**src/rtl/rs_regs_pkg.sv**
```systemverilog
// rs_regs_pkg -- shared definitions for the RS encoder/decoder register block.
// Holds the register index map, bit positions inside each register, the
// AXI4-Lite response codes and the write/read channel state encodings.
package rs_regs_pkg;

   // Register indices (byte address >> 2)
   localparam int IDX_CTRL      = 0;
   localparam int IDX_STATUS    = 1;
   localparam int IDX_ERRCNT    = 2;
   localparam int IDX_IRQ_FORCE = 3;

   // CTRL bits
   localparam int CTRL_ENC_START = 0;
   localparam int CTRL_DEC_START = 1;
   localparam int CTRL_ENC_IE    = 8;
   localparam int CTRL_DEC_IE    = 9;

   // STATUS bits
   localparam int ST_ENC_BUSY = 0;
   localparam int ST_DEC_BUSY = 1;
   localparam int ST_ENC_DONE = 8;
   localparam int ST_DEC_DONE = 9;
   localparam int ST_DEC_FAIL = 10;

   // IRQ_FORCE bits
   localparam int IRQF_ENC = 0;
   localparam int IRQF_DEC = 1;

   localparam int ERRCNT_W = 4;

   // AXI4-Lite response codes
   localparam logic [1:0] RESP_OKAY   = 2'b00;
   localparam logic [1:0] RESP_SLVERR = 2'b10;

   typedef enum logic {W_IDLE, W_RESP} w_state_t;
   typedef enum logic {R_IDLE, R_DATA} r_state_t;

endpackage

```
**src/rtl/rs_axil_regs.sv**
```systemverilog
// rs_axil_regs -- AXI4-Lite control/status register block for an RS codec.
//
// Registers (index = addr >> 2):
//   0 CTRL   : b0 ENC_START, b1 DEC_START (self-clearing, read 0), b8 ENC_IE, b9 DEC_IE
//   1 STATUS : b0 ENC_BUSY, b1 DEC_BUSY, b8 ENC_DONE (W1C), b9 DEC_DONE (W1C), b10 DEC_FAIL
//   2 ERRCNT : b3:0 corrected-symbol count of the last decode
//   3 IRQ_FORCE (write-only, reads 0) -- only when RS_REGS_IRQ_TEST_EN is defined;
//     otherwise index 3 is unmapped and answers SLVERR.
//
// Ports:
//   aclk, areset          clock, synchronous active-high reset
//   aw*/w*/b*/ar*/r*      AXI4-Lite slave
//   enc_start, dec_start  one-cycle start pulses to the codec
//   enc_done, dec_done    one-cycle completion pulses from the codec
//   dec_fail, dec_err_cnt decode result, qualified by dec_done
//   RS_E_interrupt        registered (ENC_DONE & ENC_IE), or forced
//   RS_D_interrupt        registered (DEC_DONE & DEC_IE), or forced
module rs_axil_regs
   import rs_regs_pkg::*;
#(
   parameter int ADDR_W = 32,
   parameter int DATA_W = 32
) (
   input  logic                aclk,
   input  logic                areset,
   // write address
   input  logic [ADDR_W-1:0]   awaddr,
   input  logic                awvalid,
   output logic                awready,
   // write data
   input  logic [DATA_W-1:0]   wdata,
   input  logic [DATA_W/8-1:0] wstrb,
   input  logic                wvalid,
   output logic                wready,
   // write response
   output logic [1:0]          bresp,
   output logic                bvalid,
   input  logic                bready,
   // read address
   input  logic [ADDR_W-1:0]   araddr,
   input  logic                arvalid,
   output logic                arready,
   // read data
   output logic [DATA_W-1:0]   rdata,
   output logic [1:0]          rresp,
   output logic                rvalid,
   input  logic                rready,
   // codec handshake
   output logic                enc_start,
   output logic                dec_start,
   input  logic                enc_done,
   input  logic                dec_done,
   input  logic                dec_fail,
   input  logic [ERRCNT_W-1:0] dec_err_cnt,
   output logic                RS_E_interrupt,
   output logic                RS_D_interrupt
);

`ifdef RS_REGS_IRQ_TEST_EN
   localparam int IDX_LAST = IDX_IRQ_FORCE;
`else
   localparam int IDX_LAST = IDX_ERRCNT;
`endif

   // ---------------------------------------------------------------- state
   w_state_t            w_state_q, w_state_d;
   r_state_t            r_state_q, r_state_d;
   logic                aw_seen_q, aw_seen_d;
   logic                w_seen_q,  w_seen_d;
   logic [ADDR_W-1:0]   awaddr_q,  awaddr_d;
   logic [DATA_W-1:0]   wdata_q,   wdata_d;
   logic [DATA_W/8-1:0] wstrb_q,   wstrb_d;
   logic [1:0]          bresp_q,   bresp_d;
   logic [DATA_W-1:0]   rdata_q,   rdata_d;
   logic [1:0]          rresp_q,   rresp_d;

   logic                enc_ie_q,   enc_ie_d;
   logic                dec_ie_q,   dec_ie_d;
   logic                enc_busy_q, enc_busy_d;
   logic                dec_busy_q, dec_busy_d;
   logic                enc_done_q, enc_done_d;
   logic                dec_done_q, dec_done_d;
   logic                dec_fail_q, dec_fail_d;
   logic [ERRCNT_W-1:0] errcnt_q,   errcnt_d;
   logic                enc_start_q, enc_start_d;
   logic                dec_start_q, dec_start_d;
   logic                irq_e_q,    irq_e_d;
   logic                irq_d_q,    irq_d_d;

   // ------------------------------------------------------ write channel
   logic                aw_hs, w_hs, commit, w_ok;
   logic [ADDR_W-1:0]   wa, w_idx;
   logic [DATA_W-1:0]   wd;
   logic [DATA_W/8-1:0] ws;

   always_comb begin
      awready = (w_state_q == W_IDLE) && !aw_seen_q;
      wready  = (w_state_q == W_IDLE) && !w_seen_q;
      bvalid  = (w_state_q == W_RESP);
      bresp   = bresp_q;

      aw_hs = awvalid && awready;
      w_hs  = wvalid && wready;

      // Use the latched half if it arrived earlier, else the live bus.
      wa = aw_seen_q ? awaddr_q : awaddr;
      wd = w_seen_q  ? wdata_q  : wdata;
      ws = w_seen_q  ? wstrb_q  : wstrb;

      w_idx  = wa >> 2;
      w_ok   = (w_idx <= ADDR_W'(IDX_LAST));
      commit = (w_state_q == W_IDLE) && (aw_seen_q || aw_hs) && (w_seen_q || w_hs);

      w_state_d = w_state_q;
      aw_seen_d = aw_seen_q;
      w_seen_d  = w_seen_q;
      awaddr_d  = awaddr_q;
      wdata_d   = wdata_q;
      wstrb_d   = wstrb_q;
      bresp_d   = bresp_q;

      case (w_state_q)
         W_IDLE: begin
            if (commit) begin
               w_state_d = W_RESP;
               aw_seen_d = 1'b0;
               w_seen_d  = 1'b0;
               bresp_d   = w_ok ? RESP_OKAY : RESP_SLVERR;
            end else begin
               if (aw_hs) begin
                  aw_seen_d = 1'b1;
                  awaddr_d  = awaddr;
               end
               if (w_hs) begin
                  w_seen_d = 1'b1;
                  wdata_d  = wdata;
                  wstrb_d  = wstrb;
               end
            end
         end
         W_RESP: if (bready) w_state_d = W_IDLE;
         default: w_state_d = W_IDLE;
      endcase
   end

   // ---------------------------------------------------- register update
   logic wr_ctrl, wr_status, enc_go, dec_go;
`ifdef RS_REGS_IRQ_TEST_EN
   logic wr_force;
`endif

   always_comb begin
      wr_ctrl   = commit && w_ok && (w_idx[1:0] == 2'(IDX_CTRL));
      wr_status = commit && w_ok && (w_idx[1:0] == 2'(IDX_STATUS));

      enc_ie_d   = enc_ie_q;
      dec_ie_d   = dec_ie_q;
      enc_busy_d = enc_busy_q;
      dec_busy_d = dec_busy_q;
      enc_done_d = enc_done_q;
      dec_done_d = dec_done_q;
      dec_fail_d = dec_fail_q;
      errcnt_d   = errcnt_q;

      if (wr_ctrl && ws[CTRL_ENC_IE/8]) begin
         enc_ie_d = wd[CTRL_ENC_IE];
         dec_ie_d = wd[CTRL_DEC_IE];
      end

      // A start request while the engine is busy is dropped silently.
      enc_go = wr_ctrl && ws[CTRL_ENC_START/8] && wd[CTRL_ENC_START] && !enc_busy_q;
      dec_go = wr_ctrl && ws[CTRL_DEC_START/8] && wd[CTRL_DEC_START] && !dec_busy_q;
      enc_start_d = enc_go;
      dec_start_d = dec_go;

      if (enc_go)        enc_busy_d = 1'b1;
      else if (enc_done) enc_busy_d = 1'b0;
      if (dec_go)        dec_busy_d = 1'b1;
      else if (dec_done) dec_busy_d = 1'b0;

      // Hardware completion wins over a simultaneous W1C.
      if (enc_done)
         enc_done_d = 1'b1;
      else if (wr_status && ws[ST_ENC_DONE/8] && wd[ST_ENC_DONE])
         enc_done_d = 1'b0;

      if (dec_done) begin
         dec_done_d = 1'b1;
         dec_fail_d = dec_fail;
         errcnt_d   = dec_err_cnt;
      end else if (wr_status && ws[ST_DEC_DONE/8] && wd[ST_DEC_DONE]) begin
         dec_done_d = 1'b0;
         dec_fail_d = 1'b0;
      end

      irq_e_d = enc_done_q && enc_ie_q;
      irq_d_d = dec_done_q && dec_ie_q;
`ifdef RS_REGS_IRQ_TEST_EN
      wr_force = commit && w_ok && (w_idx[1:0] == 2'(IDX_IRQ_FORCE));
      if (wr_force && ws[0]) begin
         irq_e_d = irq_e_d || wd[IRQF_ENC];
         irq_d_d = irq_d_d || wd[IRQF_DEC];
      end
`endif
   end

   // ------------------------------------------------------- read channel
   logic [ADDR_W-1:0] r_idx;
   logic [DATA_W-1:0] rd_val;

   always_comb begin
      arready = (r_state_q == R_IDLE);
      rvalid  = (r_state_q == R_DATA);
      rdata   = rdata_q;
      rresp   = rresp_q;

      r_idx  = araddr >> 2;
      rd_val = '0;
      case (r_idx[1:0])
         2'(IDX_CTRL): begin
            rd_val[CTRL_ENC_IE] = enc_ie_q;
            rd_val[CTRL_DEC_IE] = dec_ie_q;
         end
         2'(IDX_STATUS): begin
            rd_val[ST_ENC_BUSY] = enc_busy_q;
            rd_val[ST_DEC_BUSY] = dec_busy_q;
            rd_val[ST_ENC_DONE] = enc_done_q;
            rd_val[ST_DEC_DONE] = dec_done_q;
            rd_val[ST_DEC_FAIL] = dec_fail_q;
         end
         2'(IDX_ERRCNT): rd_val[ERRCNT_W-1:0] = errcnt_q;
         default: rd_val = '0;
      endcase

      r_state_d = r_state_q;
      rdata_d   = rdata_q;
      rresp_d   = rresp_q;
      case (r_state_q)
         R_IDLE: begin
            // Sampled from the _q registers, so a write committing on the
            // same edge is not yet visible.
            if (arvalid) begin
               r_state_d = R_DATA;
               if (r_idx <= ADDR_W'(IDX_LAST)) begin
                  rdata_d = rd_val;
                  rresp_d = RESP_OKAY;
               end else begin
                  rdata_d = '0;
                  rresp_d = RESP_SLVERR;
               end
            end
         end
         R_DATA: if (rready) r_state_d = R_IDLE;
         default: r_state_d = R_IDLE;
      endcase
   end

   logic unused_ok;
   assign unused_ok = ^{wd, ws, wa[1:0], araddr[1:0]};

   // ------------------------------------------------------------ registers
   always_ff @(posedge aclk) begin
      if (areset) begin
         w_state_q   <= W_IDLE;
         r_state_q   <= R_IDLE;
         aw_seen_q   <= 1'b0;
         w_seen_q    <= 1'b0;
         awaddr_q    <= '0;
         wdata_q     <= '0;
         wstrb_q     <= '0;
         bresp_q     <= RESP_OKAY;
         rdata_q     <= '0;
         rresp_q     <= RESP_OKAY;
         enc_ie_q    <= 1'b0;
         dec_ie_q    <= 1'b0;
         enc_busy_q  <= 1'b0;
         dec_busy_q  <= 1'b0;
         enc_done_q  <= 1'b0;
         dec_done_q  <= 1'b0;
         dec_fail_q  <= 1'b0;
         errcnt_q    <= '0;
         enc_start_q <= 1'b0;
         dec_start_q <= 1'b0;
         irq_e_q     <= 1'b0;
         irq_d_q     <= 1'b0;
      end else begin
         w_state_q   <= w_state_d;
         r_state_q   <= r_state_d;
         aw_seen_q   <= aw_seen_d;
         w_seen_q    <= w_seen_d;
         awaddr_q    <= awaddr_d;
         wdata_q     <= wdata_d;
         wstrb_q     <= wstrb_d;
         bresp_q     <= bresp_d;
         rdata_q     <= rdata_d;
         rresp_q     <= rresp_d;
         enc_ie_q    <= enc_ie_d;
         dec_ie_q    <= dec_ie_d;
         enc_busy_q  <= enc_busy_d;
         dec_busy_q  <= dec_busy_d;
         enc_done_q  <= enc_done_d;
         dec_done_q  <= dec_done_d;
         dec_fail_q  <= dec_fail_d;
         errcnt_q    <= errcnt_d;
         enc_start_q <= enc_start_d;
         dec_start_q <= dec_start_d;
         irq_e_q     <= irq_e_d;
         irq_d_q     <= irq_d_d;
      end
   end

   assign enc_start      = enc_start_q;
   assign dec_start      = dec_start_q;
   assign RS_E_interrupt = irq_e_q;
   assign RS_D_interrupt = irq_d_q;

endmodule

```
**config.mk**
```make
export PLATFORM = sky130hd
export DESIGN_NAME = rs_axil_regs
export DESIGN_NICKNAME = d
export VERILOG_FILES = /design/src/rtl/rs_regs_pkg.sv /design/src/rtl/rs_axil_regs.sv
export SDC_FILE = /design/constraint.sdc
export NUM_CORES = 1
export LEC_CHECK = 0
export ABC_AREA = 1
export CAP_MARGIN = 20
export CORE_UTILIZATION = 35
export DETAILED_ROUTE_END_ITERATION = 8
export PLACE_DENSITY_LB_ADDON = 0.15
export SETUP_SLACK_MARGIN = 0.5
export SLEW_MARGIN = 20
export SYNTH_ARGS = -nofsm -noshare
export SYNTH_HDL_FRONTEND = slang
export SYNTH_SLANG_ARGS = --single-unit
```
**constraint.sdc**
```tcl
create_clock -name aclk -period 2.3 [get_ports aclk]
set_clock_uncertainty 0.2 [all_clocks]
set_input_delay 0.69 -clock aclk [delete_from_list [all_inputs] [get_ports aclk]]
set_output_delay 0.69 -clock aclk [all_outputs]
set_load 0.01 [all_outputs]
```
Word-level counts from Yosys, hierarchy flattened. Cells that the tools add are included. Widths: inputs -> output; s select.

Flip-flop bits (word level): 99. Bits of input ports: 114. Output and inout bits: 45. Word-level logic and storage cells: 99.

$lt $le $gt $ge: 2. Eq/ne operators: 3. Multiplexer cells: 29. Bitwise logic cells: 3. Reduce and logical (&&, ||, !) cells: 40.

Operators with widths (count): $le 30x2->1 const B (2); $mux 32 (1); $logic_and 1x1->1 (20); $mux 1 (18); $reduce_bool 2->1 (6); $mux 11 (1); $mux 10 (1); $mux 2 (4); $pmux 2 s2 (2); $reduce_and 2->1 (4); $reduce_and 3->1 (2); $eq 2x1->1 const B (2); $logic_not 1->1 (4); $logic_not 2->1 (2); $pmux 1 s2 (2); $not 1->1 (3); $eq 2x2->1 const B (1); $logic_or 1x1->1 (2).

Logic depth before layout (Yosys ltp).
Word-level depth: 12. Depth in mapped cells: 13. Mapped depth without buffers: 12.

Worst setup path before layout. Ideal clock, no wire load.

Kind: in2reg. Start point: input port wvalid. End point: register awaddr_q[12]. Setup time: 0.116 ns. Arrival: 1.691 ns. Required time: 1.984 ns. Slack: 0.294 ns. Cell stages on the path: 9. Path buffers: 2. Path through: nor3b_2 nor2_1 nor2_4 nor2_4 inv_2 buf_4 buf_4 nor2_1 nor2_1.

Word-level cells in the longest chain between the ends: 5.

RTL lines: from (decl) (RTL line rs_axil_regs.sv:33) `input logic wvalid,`; $logic_and 1x1->1 (RTL line rs_axil_regs.sv:103) `w_hs = wvalid && wready;`; $logic_or 1x1->1 (RTL line rs_axil_regs.sv:112) `commit = (w_state_q == W_IDLE) && (aw_seen_q || aw_hs) && (w_seen_q || w_hs);`; $logic_and 1x1->1 (RTL line rs_axil_regs.sv:112); $not 1->1 (no source line); $reduce_and 3->1 (no source line); to (signal assigned) (RTL line rs_axil_regs.sv:291) `awaddr_q <= awaddr_d;`; to (decl) (RTL line rs_axil_regs.sv:70) `logic [ADDR_W-1:0] awaddr_q, awaddr_d;`.

Every way passes these cells. A chain may end at the register's enable or synchronous reset.

Final worst setup path.
Start point: register aw_seen_q. End point: output port awready.

Word-level cells in the longest chain between the ends: 2.

RTL lines: from (decl) (RTL line rs_axil_regs.sv:68) `logic aw_seen_q, aw_seen_d;`; from (signal assigned) (RTL line rs_axil_regs.sv:289) `aw_seen_q <= aw_seen_d;`; $logic_not 1->1 (RTL line rs_axil_regs.sv:97) `awready = (w_state_q == W_IDLE) && !aw_seen_q;`; $logic_and 1x1->1 (RTL line rs_axil_regs.sv:97); to (decl) (RTL line rs_axil_regs.sv:29) `output logic awready,`.

Every way passes these cells.

==> summary.md <==
| Metric | Value |
|---|---|
| Cell count of the worst hold path | `2` |
| Fraction of the cycle the final worst path needs | `83.1%` |
| Total CTS buffers | `9` |
| Worst hold margin | `roughly 0.25 ns` |
| Worst hold path startpoint | `wdata_q[0]` |
| Combined global-route utilization of all metal layers | `roughly a fifth` |
| Terminus of the critical flop-to-flop path | `dec_done_q` |
| Post-layout utilization of the core | `56.0%` |
| Clock transition at the registers of the reported paths | `approximately 0.070 ns` |
| Total setup violations reported at the end of the flow | `0` |
| Maximum number of pins on one net before global-route repair | `29` |
| TritonCTS clock tree | `yes` |
| Number of pins with negative max-slew slack in the final report | `0` |
| Sinks on Clock Net | `64` |
| Async set-reset flop share out of synthesis | `0%` |
| Half-perimeter wire length after placement | `6.36 mm` |
| Path class of the lowest-slack min-delay path | `flop to flop` |
| Routed wire per std cell | `12.5 um` |
| Flops & latches, synth | `64` |
| Detailed-route DRC error count | `0` |
| Leftover overflow at the end of global routing | `0` |
| Pleak | `approximately 2.4 nW` |
| Total detailed-routing wirelength | `9.44 mm` |
| Most frequent cell after synthesis | `nor2_1` |
| Prevailing post-synth register cell | `dfxtp_1` |
| Syn. warnings | `0` |
| Top Ports | `159` |
| Setup crit end kind | `output port` |
| Height of the die | `99.0 um` |
| List of most frequent post-synthesis cells | `nor2_1, nand2_1, dfxtp_1, inv_1, o21ai_0` |
| Startpoint type of the worst setup path | `flop` |
| Antenna violation net count after detailed routing | `0` |
| Total Neg Setup Slack | `0 ns` |
| VDD IR-drop max | `321 uV` |
| Slack of the worst reg-to-reg path | `~0.44 ns` |
| Final Hold Fails | `0` |
| Worst r2r src | `aw_seen_q` |
| Antenna diode instance count | `0` |
| Final std cell area, no fill | `0.00513 sq mm` |
| Crit Path Class | `flop to output port` |
| Via density | `4.60` |
| Worst Reg2Reg Path Length in Cells | `12` |
| Proportion of layout cells with a drive suffix above 1 | `between 30% and 40%` |
| Number of DRC markers in iteration 0 | `104` |
| Netlist area before placement | `0.00329 sq mm` |
| Seq/Total Area, Yosys | `38.9%` |
| Initial Util | `between 30% and 40%` |
| Maximum achievable frequency | `roughly 0.52 GHz` |
| Setup repair after global routing missed its margin | `yes` |
| Share of the synthesized area in the top cell type | `between 30% and 40%` |
| H-tree levels | `3` |
| Num rows | `35` |
| Clock root buffer | `clkbuf_8` |
| Die width | `roughly 99 um` |
| Netlist cell types | `33` |
| Library cell occupying the most area in the post-synthesis netlist | `dfxtp_1` |
| Data arrival time at the worst-slack endpoint | `1.02 ns` |
| Core region area | `0.00915 sq mm` |
| Number of flops mapped to enable cells by yosys | `0` |
| Detailed-router iteration count before antenna repair | `4` |
| PD cells | `621 mW/mm^2` |
| Routed vias | `3480` |
| Min cycle time layout | `about 1.9 ns` |
| Count of buffers inserted at the top-level ports | `between 90 and 100` |
| Run status | `finished, final reports clean` |
| Total Nets Final | `758` |
| Terminating pin of the worst hold path | `wdata_q[0]` |
| Required time reported for the critical path endpoint | `1.41 ns` |
| Area growth from synthesis to final layout | `55.8%` |
| Initial antenna violation count | `0` |
| Top cells by area in the synthesized netlist | `dfxtp_1, nor2_1, nand2_1, inv_1, o21ai_0` |
| Largest fanout on the critical path | `4` |
| Final weighted congestion in routability-driven placement | `0.805` |
| First-pass GRT wire length | `~15 mm` |
| Maximum clock insertion buffer count | `2` |
| Number of instances in the synthesized netlist | `480` |
| Cell area reported after detailed placement | `0.00459 sq mm` |
| Post-synthesis area per instance | `6.86 sq um` |
| Reported max-cap violation count | `0` |
| Clock latency on the worst-skew pair | `0.34 ns` |
| Via count of the first global-routing pass | `3363` |
| Die area | `0.00979 sq mm` |
-- placed cells by master (no fill, tap or decap), types with 16 or more instances in the layout --
master           Yosys  layout
nor2_1              98      74
buf_4               29      53
clkdlybuf4s50_1      0      16
o21ai_1              0      16
nor2_2               1      19
dfxtp_1             64      52
buf_2                1      39
o21ai_2              2      18
conb_1               1      27
inv_1               61      58
clkbuf_2             0      20
nand2_1             77      67
-- stage by stage --
stage	power [mW]	setup slack, ns	cells
3_3_place_gp	2.04	-0.272	712
4_1_cts	3.12	0.442	751
6_report	3.18	0.389	756
2_1_floorplan	1.76	0.363	506
3_5_place_dp	2.05	-0.245	712
5_1_grt	3.36	0.334	756
-- cells by family (layout without fill, tap and decap cells) --
logic type               Yosys count  in the layout  synth area share, %
AO/OA/AOI/OAI                     83             83                 13.7
adder cells (fa/ha/maj)            3              3                 1.14
buffers and inverters            105            244                 16.1
flip-flops                        64             64                 38.9
other                              1             27                0.114
AND/OR/NAND/NOR                  224            224                 30.0
-- registers in the layout, summed over array words and instances, names as in the netlist, 2 cells and up --
register	flops
wdata_q	4
rdata	7
errcnt_q	4
awaddr_q	30
wstrb_q	2
-- critical path, stage by stage, from the launching register on --
cell and delay (ns):
dfxtp_4 0.37, buf_6 0.12, nor2_4 0.09, buf_6 0.11
-- metal layers --
| metal | vias up | part of all wire [%] | track usage (%) |
|---|---|---|---|
| met5 | - | 0 | 0 |
| met4 | 0 | 1.6 | 7.58 |
| met3 | 16 | 6.4 | 4.04 |
| met2 | 121 | 47 | 33.0 |
| met1 | 1546 | 45 | 23.8 |
| li1 | 1797 | - | - |
-- timing repair --
action                     in CTS  in global routing
setup buffers                  21                  4
cloned                          3                  1
hold buffers                    0                  0
hold endpoints to repair        0                  0
setup endpoints to repair      73                 71
pin swaps                      67                 49
resized for setup             311                 83
-- where the power goes --
group          switching, mW  internal, mW  leakage [nW]
clock network          0.418         0.519        0.0989
logic                  0.497         0.466          1.76
registers             0.0644          1.22         0.532
-- how the worst max path moves through the flow --
stage | startpoint | to | slack [ns]
final | aw_seen_q | awready | 0.39
after global routing | awaddr[21] | dec_done_q | 0.33
after CTS | aw_seen_q | awready | 0.44
after detailed placement | awaddr[12] | dec_done_q | -0.25
after global placement | awaddr[12] | dec_done_q | -0.27
after floorplan | wvalid | dec_done_q | 0.36
-- cell type report --
class | count | area, sq um
repair buffers | 165 | 1330
multi-input cells | 337 | 1910
fillers | 858 | 4030
well taps | 111 | 139
clock inverters | 4 | 45.0
repair inverters | 1 | 8.76
inverters | 63 | 249
flip-flops and latches | 64 | 1300
clock buffers | 11 | 141
(Power assumes the default switching activity.)
